==> src/rtl/micro_uart_bridge.sv <==
// Byte-stream master for micro_uart: status polling, TX-data writes, RX-data reads into a one-entry buffer.
// Optional feature macro: MICRO_UART_BRIDGE_IRQ_EN (IRQ/tx_valid-driven polling instead of the poll timer).
module micro_uart_bridge #(
  parameter int                WIDTHD      = 18,
  parameter logic [WIDTHD-1:0] CTRL_INIT   = 'h3,
  parameter int                POLL_CYCLES = 16
) (
  input  logic              clock,
  input  logic              clock_sreset,
  output logic [3:0]        address,
  output logic [WIDTHD-1:0] writedata,
  input  logic [WIDTHD-1:0] readdata,
  output logic              read,
  output logic              write,
  input  logic              waitrequest,
  input  logic              irq,
  input  logic [7:0]        tx_data,
  input  logic              tx_valid,
  output logic              tx_ready,
  output logic [7:0]        rx_data,
  output logic              rx_valid,
  input  logic              rx_ready,
  output logic              rx_overrun
);

  typedef enum logic [2:0] {INIT, IDLE, STAT, TXW, RXR} state_t;

  state_t state;
  logic   rd_accept;
  logic   wr_accept;
  logic   rx_load;
  logic   unused_bits;

`ifdef MICRO_UART_BRIDGE_IRQ_EN
  logic irq_q;
`else
  localparam int CW = (POLL_CYCLES > 1) ? $clog2(POLL_CYCLES) : 1;
  localparam logic [CW-1:0] POLL_RELOAD = CW'(POLL_CYCLES - 1);
  logic [CW-1:0] poll_cnt;
`endif

  assign rd_accept   = read && !waitrequest;
  assign wr_accept   = write && !waitrequest;
  assign rx_load     = (state == RXR) && rd_accept;
  // The stream handshake must coincide with the bus accept, which depends on the live waitrequest.
  assign tx_ready    = (state == TXW) && wr_accept;
  assign unused_bits = ^{irq, readdata};

  always_ff @(posedge clock or posedge clock_sreset) begin
    if (clock_sreset) begin
      state      <= INIT;
      address    <= 4'd0;
      writedata  <= '0;
      read       <= 1'b0;
      write      <= 1'b0;
      rx_data    <= 8'd0;
      rx_valid   <= 1'b0;
      rx_overrun <= 1'b0;
`ifdef MICRO_UART_BRIDGE_IRQ_EN
      irq_q      <= 1'b0;
`else
      poll_cnt   <= POLL_RELOAD;
`endif
    end else begin
`ifdef MICRO_UART_BRIDGE_IRQ_EN
      irq_q <= irq;
`endif
      // A load in the same cycle as a consume keeps the buffer full with the new byte.
      if (rx_load) begin
        rx_data  <= readdata[7:0];
        rx_valid <= 1'b1;
      end else if (rx_valid && rx_ready) begin
        rx_valid <= 1'b0;
      end

      case (state)
        INIT: begin
          if (!write) begin
            write     <= 1'b1;
            address   <= 4'd0;
            writedata <= CTRL_INIT;
          end else if (!waitrequest) begin
            write     <= 1'b0;
            writedata <= '0;
            state     <= IDLE;
          end
        end
        IDLE: begin
`ifdef MICRO_UART_BRIDGE_IRQ_EN
          if (irq_q || tx_valid) state <= STAT;
`else
          if (poll_cnt == '0) begin
            poll_cnt <= POLL_RELOAD;
            state    <= STAT;
          end else begin
            poll_cnt <= poll_cnt - 1'b1;
          end
`endif
        end
        // Receive wins over transmit so the UART's single RX register drains first.
        STAT: begin
          if (!read) begin
            read    <= 1'b1;
            address <= 4'd1;
          end else if (!waitrequest) begin
            read <= 1'b0;
            if (readdata[2]) rx_overrun <= 1'b1;
            if (readdata[1] && !rx_valid)     state <= RXR;
            else if (readdata[0] && tx_valid) state <= TXW;
            else                              state <= IDLE;
          end
        end
        TXW: begin
          if (!write) begin
            write     <= 1'b1;
            address   <= 4'd2;
            writedata <= WIDTHD'(tx_data);
          end else if (!waitrequest) begin
            write     <= 1'b0;
            writedata <= '0;
            state     <= IDLE;
          end
        end
        RXR: begin
          if (!read) begin
            read    <= 1'b1;
            address <= 4'd3;
          end else if (!waitrequest) begin
            read  <= 1'b0;
            state <= STAT;
          end
        end
        default: state <= INIT;
      endcase
    end
  end

endmodule
==> config.mk <==
export PLATFORM = sky130hd
export DESIGN_NAME = micro_uart_bridge
export DESIGN_NICKNAME = d
export VERILOG_FILES = /design/src/rtl/micro_uart_bridge.sv
export SDC_FILE = /design/constraint.sdc
export NUM_CORES = 1
export LEC_CHECK = 0
export CAP_MARGIN = 40
export CORE_MARGIN = 2
export CORE_UTILIZATION = 46
export CTS_BUF_LIST = sky130_fd_sc_hd__clkbuf_2
export DETAILED_ROUTE_END_ITERATION = 10
export PLACE_DENSITY = 0.9
export SLEW_MARGIN = 10
export SYNTH_ARGS = -nofsm -noshare
export SYNTH_HDL_FRONTEND = slang
export SYNTH_SLANG_ARGS = --single-unit
==> constraint.sdc <==
create_clock -name clock -period 2 [get_ports clock]
set_input_delay 0.3 -clock clock [delete_from_list [all_inputs] [get_ports clock]]
set_output_delay 0.3 -clock clock [all_outputs]
set_load 0.02 [all_outputs]
==> impl_metrics.csv, run 1 <==
group,metric,value,unit
placed_design,place_ws,0.0606,ns
global_routing,grt_pass1_wl,5980,um
power,pwr_density_cell,1400,mW/mm2
yosys,synth-edff-count,0,
routing,wl_per_cell,13.8,um
sta,fin_crit,1.87,ns
routing,remaining_drc_errors,0,
floorplan,start_util,47.2,%
placed_design,portBuffers,53,
critical_path,max_stage_delay,0.42,ns
critical_path,r2r_cells,4,
clocking,hold_buffers,0,
clocking,cts_num_sinks,39,
routing,viasPerCell,5.11,
global_routing,grt_pass1_vias,1331,
global_routing,track_usage,17.7,%
flow_run,maxCapViolCount,0,
cells_and_area,diodes,0,
critical_path,r2r_end,"state[2]$_DFFE_PP0P_",
power,power.total,3500,uW
floorplan,rows,23,
cells_and_area,final_nets,247,
critical_path,endpoint_kind,"output port",
clocking,insertion_delay,0.42,ns
global_routing,grt_max_degree,40,
sta,fmax,0.535,GHz
critical_path,cp_data_required_time,1.70,ns
routing,antenna_left,0,
placed_design,place.detailed.hpwl,2630,um
routing,drt_iter0_markers,33,
critical_path,critPathLaunchType,"flip-flop",
sta,final.period_utilization,93.5,%
clocking,clock_path_buffers,2,
floorplan,die_w,67.9,um
yosys,syn_area_per_cell,11.9,um2
routing,wl,3670,um
yosys,synthCells,157,
yosys,yosysSeqAreaShare,52.3,%
sta,finClkSkew,0.0132,ns
cells_and_area,drive_above_1_share,20.0,%
critical_path,reg2reg_from,"state[2]$_DFFE_PP0P_",
yosys,synth_flop_cell,"dfrtp_1",
floorplan,dieArea,0.00460,mm2
clocking,cts_max_level,2,
floorplan,io_pins,67,
critical_path,rrSetupSlack,0.38,ns
critical_path,cp_slowest_cell,"dfrtp_1",
sta,final-setup-viol-count,0,
critical_path,critPathMaxFanout,2,
global_routing,antenna_found_initial,0,
critical_path,path_class,"reg -> out",
global_routing,globalRoute.totalOverflow,0,
sta,rsz0062_at_grt,"no",
yosys,syn_area,0.00188,mm2
min_path,hold_class,"in -> async",
sta,finalHoldViolations,0,
yosys,yosysUniqueCellTypes,44,
critical_path,worstPathCellList,"nor2b_1 > nand2_1 > nor2_1 > dlygate4sd2_1",
power,leakage,0.00114,uW
cells_and_area,areaGrowthSynthToFinish,33.4,%
routing,vias,1353,
sta,slew_violations,0,
floorplan,die_h,67.9,um
yosys,synth_warnings,0,
power,irDropWorstVdd,0.899,mV
critical_path,cp.arrival,1.57,ns
clocking,cts_tree,"done",
yosys,synth-async-reset-ratio,100,%
yosys,synth_seq_cells,39,
cells_and_area,postLayoutCoreUtil,63.0,%
sta,setup_ws,0.130,ns
clocking,cts_inserted_buffers,5,
placed_design,gp_congestion,0.811,
run_status,status,"finished, final reports clean",
sta,tns,0,ns
clocking,cts.clk_slew.worst_paths,0.21,ns
routing,first_pass_iters,4,
clocking,cts_root_buffer,"clkbuf_2",
floorplan,core,0.00397,mm2
-- report_power, final --
part	internal [uW]	leakage, uW	switching [uW]
sequential	1070	0.000508	202
combinational	842	0.000585	898
clock	211	0.0000429	279
total	2120	0.00114	1380
-- cells in the final DEF (no fill, tap or decap), drive strengths merged, types with 2 or more instances in the layout --
master | synthesis | final
nor3b | 3 | 3
a22o | 8 | 8
nor2 | 6 | 6
nand2 | 14 | 14
nand2b | 4 | 4
o21ai | 9 | 9
mux2 | 13 | 13
conb | 1 | 2
clkbuf | 0 | 5
dfstp | 4 | 4
inv | 7 | 7
clkdlybuf4s50 | 0 | 52
a21oi | 4 | 4
o21bai | 2 | 2
and2 | 10 | 10
nor2b | 3 | 3
nor3 | 2 | 2
buf | 12 | 8
dfrtp | 35 | 35
clkinv | 0 | 2
o311ai | 2 | 2
nand3 | 2 | 2
-- what timing repair did --
item                       in CTS  in global routing
setup endpoints to repair       1                  1
setup buffers                   0                  0
gates resized for setup         1                  1
pin swaps                       0                  0
-- metal layers --
layer	GRT usage (%)	share of wire [%]	vias to the layer above	wire length [um]
met5	0	0	-	0
met4	7.00	0.63	0	23
met3	5.26	7.1	4	259
met2	28.8	48	46	1740
met1	22.3	45	653	1640
li1	-	-	650	-
-- final cells by class --
| type | instances | area [um2] |
|---|---|---|
| tap | 50 | 62.6 |
| inverter | 7 | 26.3 |
| timing repair buffer | 61 | 602 |
| fill | 327 | 1470 |
| sequential | 39 | 982 |
| multi-input combinational | 100 | 761 |
| clock buffer | 5 | 25.0 |
| clock inverter | 3 | 43.8 |
-- metrics by stage --
| step | cell area, um2 | instances | hold slack (ns) |
|---|---|---|---|
| floorplan | 1880 | 158 | 0.433 |
| global placement | 2430 | 257 | 0.455 |
| detailed placement | 2430 | 257 | 0.467 |
| CTS | 2500 | 265 | 0.293 |
| global route | 2500 | 265 | 0.347 |
| finish | 2500 | 265 | 0.278 |
-- kinds of logic after synthesis --
| kind of cell | after synthesis | share of synthesized area (%) |
|---|---|---|
| and+or+nand+nor | 48 | 16.2 |
| xor gates and xnor gates | 2 | 0.934 |
| buffers and inverters | 19 | 7.34 |
| other | 1 | 0.200 |
| DFF | 39 | 52.3 |
| AOI/OAI and AO/OA | 33 | 14.0 |
| adders and majority gates | 1 | 0.667 |
| muxes | 14 | 8.34 |
-- worst max path at each step --
stage,from,end,slack [ns],cells after the start
2_1_floorplan,write$_DFFE_PP0N_,state[2]$_DFFE_PP0P_,0.41,5
3_3_place_gp,waitrequest,tx_ready,0.09,4
3_5_place_dp,waitrequest,tx_ready,0.06,4
4_1_cts,read$_DFFE_PP0N_,read,0.05,1
5_1_grt,state[0]$_DFFE_PP0P_,tx_ready,0.05,4
6_report,state[2]$_DFFE_PP0P_,tx_ready,0.13,4
-- sequential cells by signal (all words and copies together), names as in the netlist --
| signal | flops |
|---|---|
| writedata | 18 |
| rx_data | 8 |
| read | 1 |
| write | 1 |
| state | 3 |
| rx_overrun | 1 |
| rx_valid | 1 |
| address | 2 |
| poll_cnt | 4 |
-- critical path: cells and delay by family, from the launching register on --
family	cells	cell delay [ns]
buf+inv	1	0.34
flops	1	0.42
simple gates	3	0.40
-- Yosys cell counts, types with 3 or more instances --
library cell  instances  area share (%)
dfrtp_1              35              47
nand2_1              13             2.6
mux2_2               12             7.2
and2_1               10             3.3
o21ai_0               9             2.4
a22o_1                8             3.7
buf_6                 7             4.2
inv_1                 7             1.4
nor2_1                5             1.0
dfstp_2               4             5.6
buf_4                 3             1.2
nor2b_1               3             1.0
nor3b_1               3             1.2
Note: power is estimated with default switching activity, not from simulation.
==> run 2, diff against run 1 <==
Settings changed: SLEW_MARGIN 10 to 15, TNS_END_PERCENT set to 20.
Clock period 2 ns to 2.1 ns, I/O delays scaled along.
==> impl_metrics.csv, run 2 (synthesized netlist as in run 1, its figures left out) <==
group,metric,value,unit
cells_and_area,fillers,336,
cells_and_area,final_nets,247,
routing,wl_per_cell,14.0,um
routing,remaining_drc_errors,0,
sta,fmax,0.514,GHz
critical_path,worstPathCellList,"clkdlybuf4s50_1",
placed_design,portBuffers,53,
critical_path,crit_family,"buffers and inverters",
clocking,cts_root_buffer,"clkbuf_2",
routing,viasPerCell,5.20,
critical_path,r2r_end,"state[2]$_DFFE_PP0P_",
critical_path,critPathLaunchType,"flip-flop",
floorplan,rows,23,
floorplan,io_pins,67,
cells_and_area,most-common-layout-cells,"52 x clkdlybuf4s50_1, 35 x dfrtp_1, 13 x nand2_1",
critical_path,cp_data_required_time,1.78,ns
routing,vias,1377,
routing,wl,3700,um
placed_design,place_area,0.00243,mm2
routing,met2WireLength,1810,um
critical_path,critPathLaunch,"read$_DFFE_PP0N_",
power,pwr_density_cell,1290,mW/mm2
critical_path,rrSetupSlack,0.49,ns
critical_path,r2r_cells,4,
cells_and_area,final_common_cell,"clkdlybuf4s50_1",
placed_design,gp_congestion,0.813,
power,power.total,3200,uW
critical_path,endpoint,"read",
min_path,hold_class,"in -> async",
global_routing,antenna_found_initial,0,
clocking,cts_max_level,2,
routing,wl_met1,1560,um
clocking,insertion_delay,0.40,ns
sta,finClkSkew,0.0187,ns
routing,drt_iter0_markers,61,
critical_path,path_class,"reg -> out",
cells_and_area,largest_reg_flops,18,
sta,fin_crit,1.94,ns
cells_and_area,diodes,0,
critical_path,cp.arrival,1.63,ns
flow_run,maxCapViolCount,0,
cells_and_area,reg_top3,"writedata: 18 flops, rx_data: 8 flops, poll_cnt: 4 flops",
cells_and_area,drive_above_1_share,19.5,%
sta,slew_violations,0,
clocking,cts_inserted_buffers,5,
routing,antenna_left,0,
routing,highest_layer,"met4",
power,irDropWorstVdd,0.870,mV
clocking,post-cts-setup-buffers,0,
routing,first_pass_iters,5,
critical_path,max_stage_delay,0.67,ns
power,leakage,0.00112,uW
sta,final-setup-viol-count,0,
clocking,cts.clk_slew.worst_paths,0.21,ns
global_routing,grt_pass1_wl,5990,um
floorplan,start_util,47.2,%
clocking,cts_num_sinks,39,
clocking,hold_buffers,0,
floorplan,die_w,67.9,um
critical_path,reg2reg_from,"state[2]$_DFFE_PP0P_",
global_routing,grt_pass1_vias,1307,
cells_and_area,areaGrowthSynthToFinish,32.0,%
floorplan,die_h,67.9,um
sta,rsz0062_at_grt,"no",
global_routing,globalRoute.totalOverflow,0,
routing,wl_met3,277,um
sta,final.period_utilization,92.6,%
sta,tns,0,ns
run_status,status,"finished, final reports clean",
cells_and_area,top_register,"writedata",
floorplan,core,0.00397,mm2
critical_path,endpoint_kind,"output port",
critical_path,crit_buf_inv,1,
global_routing,grt_max_degree,19,
cells_and_area,final_area,0.00247,mm2
clocking,clock_path_buffers,2,
clocking,cts_tree,"done",
placed_design,place.detailed.hpwl,2720,um
critical_path,cp_slowest_cell,"clkdlybuf4s50_1",
critical_path,critPathMaxFanout,12,
critical_path,path_depth,1,
global_routing,track_usage,17.6,%
floorplan,dieArea,0.00460,mm2
sta,finalHoldViolations,0,
[run 2: through the flow]
| stage | hold WS [ns] | instances | util (%) | setup slack, ns |
|---|---|---|---|---|
| detailed placement | 0.466 | 257 | 61.3 | 0.148 |
| floorplan | 0.448 | 158 | - | 0.509 |
| CTS | 0.179 | 265 | 62.3 | 0.127 |
| global route | 0.195 | 265 | 62.3 | 0.0895 |
| global placement | 0.454 | 257 | 61.3 | 0.159 |
| finish | 0.186 | 265 | 62.3 | 0.156 |
[run 2: power by group]
part | internal [uW] | leakage, uW | switching [uW] | total [uW]
Sequential | 1020 | 0.000509 | 195 | 1210
Clock | 84.9 | 0.0000290 | 255 | 340
Combinational | 802 | 0.000585 | 851 | 1650
Total | 1900 | 0.00112 | 1300 | 3200
[run 2: final cells by class]
type | count | area (um2) | area share [%]
clock buffer | 6 | 30.0 | 1.21
clock inverter | 2 | 12.5 | 0.506
inverter | 7 | 26.3 | 1.06
multi-input combinational | 100 | 761 | 30.7
sequential | 39 | 981 | 39.6
tap | 50 | 62.6 | 2.53
timing repair buffer | 61 | 602 | 24.3
[run 2: per-layer routing]
metal	vias to the layer above	global-route usage, %
met5	-	0
met4	0	5.25
met3	5	6.74
met2	50	28.6
met1	668	21.9
li1	654	-
[run 2: how the worst min path moves through the flow]
| stage | from | endpoint | slack (ns) |
|---|---|---|---|
| floorplan | tx_data[2] | writedata[2]$_DFFE_PP0N_ | 0.45 |
| global placement | rx_overrun$_DFFE_PP0P_ | rx_overrun$_DFFE_PP0P_ | 0.45 |
| detailed placement | rx_overrun$_DFFE_PP0P_ | rx_overrun$_DFFE_PP0P_ | 0.47 |
| CTS | clock_sreset | writedata[9]$_DFFE_PP0N_ | 0.18 |
| global route | clock_sreset | writedata[9]$_DFFE_PP0N_ | 0.20 |
| finish | clock_sreset | writedata[9]$_DFFE_PP0N_ | 0.19 |
[run 2: what timing repair did]
| action | in CTS | in global routing |
|---|---|---|
| endpoints found under the setup margin | 1 | 0 |
| endpoints found under the hold margin | 0 | 0 |
| gates resized for setup | 1 | 0 |
==> run 3, diff against run 2 <==
Settings changed: CORE_UTILIZATION 46 to 44, CTS_BUF_LIST sky130_fd_sc_hd__clkbuf_2 to not set, PLACE_DENSITY 0.9 to 0.87.
==> impl_metrics.csv, run 3 (synthesized netlist as in run 1, its figures left out) <==
group,metric,value,unit
min_path,hold_class,"in -> async",
sta,finClkSkew,0.00584,ns
power,switching_power,1290,uW
global_routing,grt_pass1_wl,6300,um
power,leakage,0.00112,uW
cells_and_area,postLayoutCoreUtil,61.7,%
critical_path,path_class,"reg -> out",
routing,vias,1318,
floorplan,dieArea,0.00480,mm2
sta,finalHoldViolations,0,
cells_and_area,final_nets,245,
sta,rsz0062_at_grt,"no",
floorplan,start_util,46.2,%
global_routing,antenna_found_initial,0,
power,p_int,2040,uW
floorplan,die_w,69.3,um
routing,drt_iter0_markers,28,
power,switching_share,38.7,%
global_routing,track_usage,16.1,%
routing,wl_per_cell,13.5,um
power,pwr_density_cell,1330,mW/mm2
power,irDropWorstVdd,0.696,mV
routing,first_pass_iters,4,
sta,tns,0,ns
placed_design,portBuffers,53,
clocking,hold_buffers,0,
clocking,cts_num_sinks,39,
sta,final.period_utilization,94.2,%
critical_path,critPathLaunchType,"flip-flop",
clocking,cts_tree,"done",
critical_path,critPathMaxFanout,11,
clocking,insertion_delay,0.29,ns
floorplan,io_pins,67,
cells_and_area,largest_reg_flops,18,
routing,viasPerCell,5.01,
sta,fmax,0.505,GHz
routing,wl,3560,um
sta,final-setup-viol-count,0,
clocking,clock_path_buffers,2,
placed_design,place.detailed.hpwl,2540,um
cells_and_area,most-common-layout-cells,"53 x clkdlybuf4s50_1, 34 x dfrtp_1, 13 x nand2_1",
routing,remaining_drc_errors,0,
global_routing,globalRoute.totalOverflow,0,
cells_and_area,drive_above_1_share,18.8,%
global_routing,grt_max_degree,40,
critical_path,cp_data_required_time,1.78,ns
critical_path,r2r_cells,4,
clocking,cts_inserted_buffers,5,
sta,slew_violations,0,
cells_and_area,top_register,"writedata",
floorplan,die_h,69.3,um
floorplan,rows,23,
critical_path,endpoint_kind,"output port",
sta,fin_crit,1.98,ns
clocking,cts_max_level,2,
power,p_comb_share,48.0,%
floorplan,core,0.00406,mm2
power,clkPwrFrac,14.8,%
cells_and_area,areaGrowthSynthToFinish,33.6,%
power,seqPwrFrac,37.2,%
global_routing,grt_pass1_vias,1365,
flow_run,maxCapViolCount,0,
run_status,status,"finished, final reports clean",
routing,antenna_left,0,
clocking,cts_root_buffer,"clkbuf_8",
clocking,cts.clk_slew.worst_paths,0.08,ns
cells_and_area,final_common_cell,"clkdlybuf4s50_1",
critical_path,cp.arrival,1.66,ns
cells_and_area,diodes,0,
placed_design,gp_congestion,0.815,
cells_and_area,reg_top3,"writedata: 18 flops, rx_data: 8 flops, poll_cnt: 4 flops",
-- run 3: path summary, 6_finish.rpt --
path / from / slack, ns / end
max: write$_DFFE_PP0N_ / 0.12 / tx_ready
min: clock_sreset / 0.43 / writedata[17]$_DFFE_PP0N_
max reg2reg: write$_DFFE_PP0N_ / 0.48 / state[2]$_DFFE_PP0P_
min reg2reg: writedata[17]$_DFFE_PP0N_ / 0.48 / writedata[17]$_DFFE_PP0N_
max in group asynchronous: clock_sreset / 1.31 / poll_cnt[3]$_DFFE_PP1N_
min in group clock: writedata[17]$_DFFE_PP0N_ / 0.48 / writedata[17]$_DFFE_PP0N_
-- run 3: layout make-up --
class / instances / area (um2)
Fill cell: 325 / 1550
Tap cell: 50 / 62.6
Clock buffer: 6 / 72.6
Multi-Input combinational cell: 100 / 761
Clock inverter: 2 / 12.5
Sequential cell: 39 / 982
Inverter: 7 / 26.3
Timing Repair Buffer: 59 / 588
-- run 3: metrics by stage --
| step | setup WS [ns] | power, uW | area (um2) | instances | hold slack, ns |
|---|---|---|---|---|---|
| finish | 0.121 | 3340 | 2500 | 263 | 0.432 |
| global route | 0.0530 | 3570 | 2500 | 263 | 0.495 |
| floorplan | 0.509 | 2410 | 1880 | 158 | 0.448 |
| detailed placement | 0.156 | 2860 | 2420 | 255 | 0.470 |
| global placement | 0.157 | 2820 | 2420 | 255 | 0.457 |
| CTS | 0.0543 | 3370 | 2500 | 263 | 0.448 |
-- run 3: power groups by stage --
stage | sequential (uW) | clock (uW) | combinational, uW
floorplan | 1380 | 0 | 1030
global placement | 1240 | 0 | 1590
detailed placement | 1250 | 0 | 1610
CTS | 1240 | 509 | 1620
global route | 1280 | 544 | 1750
finish | 1240 | 494 | 1600
-- run 3: critical path, cell delays in order (launching register included) --
cell	delay, ns
dfrtp_1	0.57
nand2b_4	0.10
nor2_1	0.09
clkdlybuf4s50_1	0.61
-- run 3: routing by layer --
| layer | GRT usage (%) | share of wire [%] | up-vias |
|---|---|---|---|
| li1 | - | - | 648 |
| met1 | 20.4 | 44 | 623 |
| met2 | 26.2 | 48 | 41 |
| met3 | 5.23 | 5.6 | 6 |
| met4 | 5.23 | 1.4 | 0 |
| met5 | 0 | 0 | - |
-- run 3: timing repair --
item,CTS,global route
endpoints found under the setup margin,0,1
buffers inserted,0,0
gates resized for setup,0,1
